File: config.mk
export PLATFORM = sky130hd
export DESIGN_NAME = wb_port_arbiter
export DESIGN_NICKNAME = d
export VERILOG_FILES = /design/src/rtl/wb_port_arbiter.sv
export SDC_FILE = /design/constraint.sdc
export NUM_CORES = 1
export LEC_CHECK = 0
export CAP_MARGIN = 20
export CORE_MARGIN = 2
export CORE_UTILIZATION = 47
export DETAILED_ROUTE_END_ITERATION = 12
export PLACE_DENSITY = 0.77
export SLEW_MARGIN = 25
export SYNTH_ARGS = -nofsm -noshare
export SYNTH_HDL_FRONTEND = slang
export SYNTH_SLANG_ARGS = --single-unit
File: constraint.sdc
create_clock -name i_clk -period 8.1 [get_ports i_clk]
set_input_delay 1.215 -clock i_clk [delete_from_list [all_inputs] [get_ports i_clk]]
set_output_delay 1.215 -clock i_clk [all_outputs]
set_load 0.1 [all_outputs]
File: src/rtl/wb_port_arbiter.sv
// wb_port_arbiter
//   Shares the single register-file write port between the pipeline
//   writeback stage and the multiply/divide unit (MDU). Pipeline writes
//   always win. MDU results are parked in a small FIFO and drained into idle
//   slots. The write port is registered, so a selected write lands on o_rf_*
//   one cycle after selection.
//
// Ports
//   i_clk, i_rst           clock, asynchronous active-high reset
//   i_pipe_*               pipeline writeback request (rd, data, enable)
//   i_mdu_valid/o_mdu_ready MDU result handshake, with i_mdu_rd/i_mdu_data
//   o_rf_*                 registered register-file write port
//   o_stall_req            asks the controller for a writeback bubble
//   o_pending_count        occupied FIFO slots, including killed entries
module wb_port_arbiter #(
  parameter int DEPTH        = 2,
  parameter int STARVE_LIMIT = 4
) (
  input  logic                     i_clk,
  input  logic                     i_rst,
  input  logic                     i_pipe_wr_enable,
  input  logic [4:0]               i_pipe_rd,
  input  logic [31:0]              i_pipe_write_data,
  input  logic                     i_mdu_valid,
  output logic                     o_mdu_ready,
  input  logic [4:0]               i_mdu_rd,
  input  logic [31:0]              i_mdu_data,
  output logic                     o_rf_wr_enable,
  output logic [4:0]               o_rf_rd,
  output logic [31:0]              o_rf_write_data,
  output logic                     o_stall_req,
  output logic [$clog2(DEPTH):0]   o_pending_count
);

  localparam int AW  = $clog2(DEPTH);
  localparam int CW  = AW + 1;
  localparam int AGW = $clog2(STARVE_LIMIT + 1);
  localparam logic [CW-1:0]  FULL = CW'(DEPTH);
  localparam logic [AGW-1:0] LIM  = AGW'(STARVE_LIMIT);

  typedef struct packed {
    logic        vld;   // cleared by a WAW kill; slot stays occupied
    logic [4:0]  rd;
    logic [31:0] data;
  } ent_t;

  ent_t            r_fifo [DEPTH];
  logic [AW-1:0]   r_wptr, r_rptr;
  logic [CW-1:0]   r_count;
  logic [AGW-1:0]  r_age;
  logic            r_rf_en;
  logic [4:0]      r_rf_rd;
  logic [31:0]     r_rf_data;

  logic            w_pipe_win, w_xfer, w_empty, w_pop, w_bypass, w_enq;
  ent_t            w_head;
  logic [CW-1:0]   w_count_nxt;
  logic [AGW-1:0]  w_age_nxt;

  // Ready depends only on registered occupancy, never on a same-cycle pop.
  assign o_mdu_ready = !i_rst && (r_count != FULL);

  assign w_pipe_win = i_pipe_wr_enable && (i_pipe_rd != 5'd0);
  assign w_xfer     = i_mdu_valid && o_mdu_ready;
  assign w_empty    = (r_count == '0);
  assign w_head     = r_fifo[r_rptr];
  // Killed heads are popped too; they just don't raise the write enable.
  assign w_pop      = !w_pipe_win && !w_empty;
  assign w_bypass   = !w_pipe_win && w_empty && w_xfer && (i_mdu_rd != 5'd0);
  // x0 results and results made stale by a same-cycle pipeline write to the
  // same register are accepted but never stored.
  assign w_enq      = w_xfer && (i_mdu_rd != 5'd0) && !w_bypass &&
                      !(w_pipe_win && (i_mdu_rd == i_pipe_rd));

  always_comb begin
    w_count_nxt = r_count;
    if (w_enq && !w_pop)      w_count_nxt = r_count + CW'(1);
    else if (!w_enq && w_pop) w_count_nxt = r_count - CW'(1);
  end

  always_comb begin
    w_age_nxt = r_age;
    if (w_empty || w_pop)  w_age_nxt = '0;
    else if (r_age != LIM) w_age_nxt = r_age + AGW'(1);
  end

  always_ff @(posedge i_clk or posedge i_rst) begin
    if (i_rst) begin
      for (int i = 0; i < DEPTH; i++) r_fifo[i] <= '0;
      r_wptr    <= '0;
      r_rptr    <= '0;
      r_count   <= '0;
      r_age     <= '0;
      r_rf_en   <= 1'b0;
      r_rf_rd   <= '0;
      r_rf_data <= '0;
    end else begin
      // Write-port slot selection.
      r_rf_en <= 1'b0;
      if (w_pipe_win) begin
        r_rf_en   <= 1'b1;
        r_rf_rd   <= i_pipe_rd;
        r_rf_data <= i_pipe_write_data;
      end else if (w_pop) begin
        r_rf_en <= w_head.vld;
        if (w_head.vld) begin
          r_rf_rd   <= w_head.rd;
          r_rf_data <= w_head.data;
        end
      end else if (w_bypass) begin
        r_rf_en   <= 1'b1;
        r_rf_rd   <= i_mdu_rd;
        r_rf_data <= i_mdu_data;
      end

      // WAW kill: buffered results older than the winning pipeline write.
      if (w_pipe_win) begin
        for (int i = 0; i < DEPTH; i++)
          if (r_fifo[i].rd == i_pipe_rd) r_fifo[i].vld <= 1'b0;
      end

      // Enqueue needs a free slot, so the tail never aliases the head.
      if (w_enq) begin
        r_fifo[r_wptr] <= '{vld: 1'b1, rd: i_mdu_rd, data: i_mdu_data};
        r_wptr         <= r_wptr + AW'(1);
      end
      if (w_pop) r_rptr <= r_rptr + AW'(1);

      r_count <= w_count_nxt;
      r_age   <= w_age_nxt;
    end
  end

  assign o_stall_req     = (r_age >= LIM);
  assign o_rf_wr_enable  = r_rf_en;
  assign o_rf_rd         = r_rf_rd;
  assign o_rf_write_data = r_rf_data;
  assign o_pending_count = r_count;

endmodule

-- Yosys cells after proc, flatten, opt, wreduce, memory -nomap -nowiden
Cells that the tools add are included.
- flip-flop bits (word level): 121
- bits of input ports: 78
- output and inout bits: 42
- logic and storage cells: 85
- add/sub/neg operators: 5
- order comparisons: 4
- equal/unequal tests: 6
- multiplexer cells: 26
- bitwise gates (word level): 2
- reduce and logical (&&, ||, !) cells: 29
- operators by type and width (cell ; number):
    38-bit 2-to-1 mux ; 4
    32-bit 2-to-1 mux ; 4
    76-bit bitwise mux ; 1
    76-bit 2-to-1 mux ; 1
    38-bit demux with 1-bit select ; 1
    5-bit 2-to-1 mux ; 4
    5-bit == test ; 3
    1-bit logical AND ; 14
    5-bit nonzero test ; 2
    1-bit zero test ; 7
    1-bit 2-to-1 mux ; 7
    3-bit 2-to-1 mux ; 2
    2-bit greater-or-equal comparator, second input constant ; 2
    2-bit 2-to-1 mux ; 2
    1-bit inverter with 2-bit output ; 2
    2-bit nonzero test ; 2
    3-bit by 1-bit adder with 3-bit output, second input constant ; 1
    3-bit greater-or-equal comparator, second input constant ; 1
    3-bit by 2-bit inequality test with 1-bit output, second input constant ; 1
    3-bit inequality test, second input constant ; 1
    3-bit nonzero test ; 1
    1-bit adder, second input constant ; 2
    2-bit by 1-bit adder with 2-bit output, second input constant ; 1
    2-bit zero test ; 1
    other kinds (5) ; 5

-- Logic depth before layout (Yosys ltp)
- depth after elaboration: 13
- mapped depth: 9
- mapped depth without buffers: 8

-- Least setup slack after synthesis
OpenSTA, ideal clock, no wires.
- kind: in2reg
- start point: in i_rst
- end point: reg with a tool-made name
- setup time: 0.125 ns
- arrival: 4.102 ns
- required time: 7.975 ns
- slack: 3.873 ns
- cell stages on the path: 6
- path buffers: 2
- path through: a21oi_1 -> o2111ai_2 -> or3b_1 -> buf_6 -> buf_6 -> mux2_4
- RTL lines (element ; RTL line ; text):
    from (decl) ; 20 ; input logic i_rst,

-- Final worst setup path
- start point: in i_rst
- end point: out o_mdu_ready
- cells in the longest elaborated chain, start to end: 2
- ends and longest elaborated chain (element ; RTL line ; text):
    1-bit zero test (no source line) ; -- ;
    1-bit logical AND ; 61 ; assign o_mdu_ready = !i_rst && (r_count != FULL);
    to (decl) ; 25 ; output logic o_mdu_ready,
No other way between the ends.

==> summary.md <==
| Metric | Value |
|---|---|
| Hold WC Path Type | `flop to flop` |
| Most common cell after layout, fill and taps aside | `dfrtp_1` |
| Post-route worst hold slack | `504 ps` |
| Port bufs | `119` |
| Register area | `0.00303 mm^2` |
| Final TNS setup | `0 ps` |
| Largest net degree at the start of global routing | `70` |
| Number of synthesized register bits | `121` |
| Clock root cell | `clkbuf_16` |
| Final net count | `707` |
| Die area | `0.0136 mm^2` |
| CTS tree | `yes` |
| Syn nets | `600` |
| DRC | `0` |
| LEAKAGE | `0.00339 uW` |
| Vias after detailed routing | `4,293` |
| Drt pass-1 iters | `4` |
| Max IR drop VDD | `0.381 mV` |
| Worst slack at placement | `3560 ps` |
| Io pins | `120` |
| Core area | `0.0125 mm^2` |
| Syn_area_per_cell | `11.5 um^2` |
| CTS Hold Buffers Added | `0` |
| Synth Warn # | `0` |
| Filler cells | `978` |
| Slew Viols, Final | `0` |
| Total of max-cap violations | `0` |
| 1st-iter DRT viols | `266` |
| GPL Wtd Cong | `0.846` |
| H-tree depth | `4` |
| Final setup violation count | `0` |
| Starting Density | `0.477` |
| Non-Filler Instances | `811` |
| Vias/cell | `5.29` |
| Share of the synthesized area in the top cell type | `0.509` |
| Clock Skews | `6.70 ps` |
| Final design utilization | `0.631` |
| Leading area contributor after synthesis | `dfrtp_1` |
| Synth Area in Adders | `0.00631` |
| Fin. Hold Viols | `0` |
| Crit path DAT | `3340 ps` |
| GRT Util Overall | `0.211` |
| Compound-Gate Fraction of Synth Area | `0.120` |
| Clk_lat worst skew | `420 ps` |
| Routed WL | `13,600 um` |
| Period utilisation layout | `0.562` |
| Bufs on Longest Clock Path | `2` |
| Commonest cells after routing, fill and taps aside | `120 x dfrtp_1, 119 x clkdlybuf4s50_1, 80 x nor2_1` |
| Setup CP Type | `input pin to output port` |
| Share of cells above drive strength 1 | `0.192` |
| Post-Syn Area | `0.00594 mm^2` |
| Placed cell count | `779` |
| Ranking of synthesized cells by area | `dfrtp_1 51%, mux2_4 9.6%, mux2_2 7.0%, a21oi_1 6.4%, mux2i_1 6.2%` |
| Crit-path max FO | `3` |
| Post-Synthesis Cells | `519` |
| Multi-input combinational cell area | `0.00272 mm^2` |
| Mux share of post-synthesis cell area | `0.228` |
| Cell Rows | `41` |
| Global-route wire length before repair | `22,100 um` |
| Fmax | `220 MHz` |
| XOR/XNOR Fraction of Synth Area | `0.0309` |
| Crit start category | `input pin` |
| Grt ovf | `0` |
| Vias in the first global route | `4,477` |
| Crit path time final | `4550 ps` |
| Fin worst setup slack | `3550 ps` |
| Synth Area in Simple Gates | `0.0688` |
| Slew Limit Headroom | `0.344` |
| WL per Instance | `16.7 um` |
| CTS buffer count | `17` |
| Sequential area share after synthesis | `0.509` |
| Largest family of logic cells by synthesized area | `multiplexers` |
| DRT antenna net count | `0` |
| Status | `completed` |
| Area grow syn2layout | `32.4%` |
| Die Y | `116 um` |
| Cell variety after synth | `30` |
| Initial antenna violation count | `0` |
| Post-CTS setup buffer count | `0` |
| HPWL reported at the end of detailed placement | `8700 um` |
| Unrepaired setup endpoints after global routing | `no` |
| Clock sinks | `121` |
| DIE WIDTH | `116 um` |
| Crit path capture type | `output port` |
| PostCTS Resize Cnt | `0` |
| Clock slew at reported path FFs | `50 ps` |
| Pwr dens | `496 mW/mm^2` |
| Antenna fix cells | `0` |
| Worst path required time | `6880 ps` |
| Worst slew pin tran | `981 ps` |
## cell type report
type                       instances  share of cell area
sequential                       121               0.385
multi-input combinational        355               0.345
timing repair buffer             127               0.159
clock buffer                      22              0.0602
tap                              172              0.0273
clock inverter                    10              0.0211
inverter                           4             0.00223
## per-stage QoR
stage | power, uW | instance area [um^2]
finish | 3900 | 7870
floorplan | 2650 | 5940
CTS | 3920 | 7870
global route | 4100 | 7870
detailed placement | 3090 | 7220
global placement | 3030 | 7220
## logic make-up (layout without fill, tap and decap cells)
| kind of cell | Yosys count | after routing |
|---|---|---|
| buf+inv | 43 | 163 |
| fa+ha+maj | 3 | 3 |
| mux | 112 | 112 |
| simple gates | 100 | 100 |
| compound gates | 119 | 119 |
| flops | 121 | 121 |
| xor+xnor | 21 | 21 |
## cells in the mapped netlist (all sizes together)
cell,n
nand3,3
nor2,80
o2111ai,1
a21oi,76
nor3,4
mux2i,37
nor4,1
buf,12
dfrtp,121
nor4b,1
clkbuf,27
o21ai,1
a21o,1
or4,1
ha,3
xor2,10
a211oi,37
or3b,1
xnor2,11
inv,4
a221o,1
nand2,7
nand4,1
o41ai,1
o21a,1
mux2,75
or2,1
## path summary, 6_finish.rpt
path | from | end | slack, ps | depth (start not counted)
setup / recovery | i_rst | o_mdu_ready | 3550 | 3
hold / removal | r_fifo[75] | r_fifo[75] | 500 | 1
setup reg to reg | o_pending_count[0] | flop | 4970 | 6
hold reg to reg | r_fifo[75] | r_fifo[75] | 500 | 1
max in group asynchronous | i_rst | r_rptr | 5370 | 3
min in group asynchronous | i_rst | async pin | 1360 | 2
## report_power, final
part / leakage, uW / internal, uW / switching, uW
logic: 0.00167 / 694 / 1290
registers: 0.00143 / 915 / 188
clock network: 0.000295 / 539 / 274
total: 0.00339 / 2150 / 1760
## critical path, stage by stage
cell	delay, ps
clkdlybuf4s50_1	510
a21oi_1	390
clkdlybuf4s50_1	1220
## routing by layer
metal  up-vias  routed length (um)  track usage
li1       2053                   -            -
met1      2117                6330        0.283
met2       106                6410        0.334
met3        17                 650       0.0597
met4         0                 159       0.0643
met5         -                   0            0
Note: power is estimated with default switching activity, not from simulation.
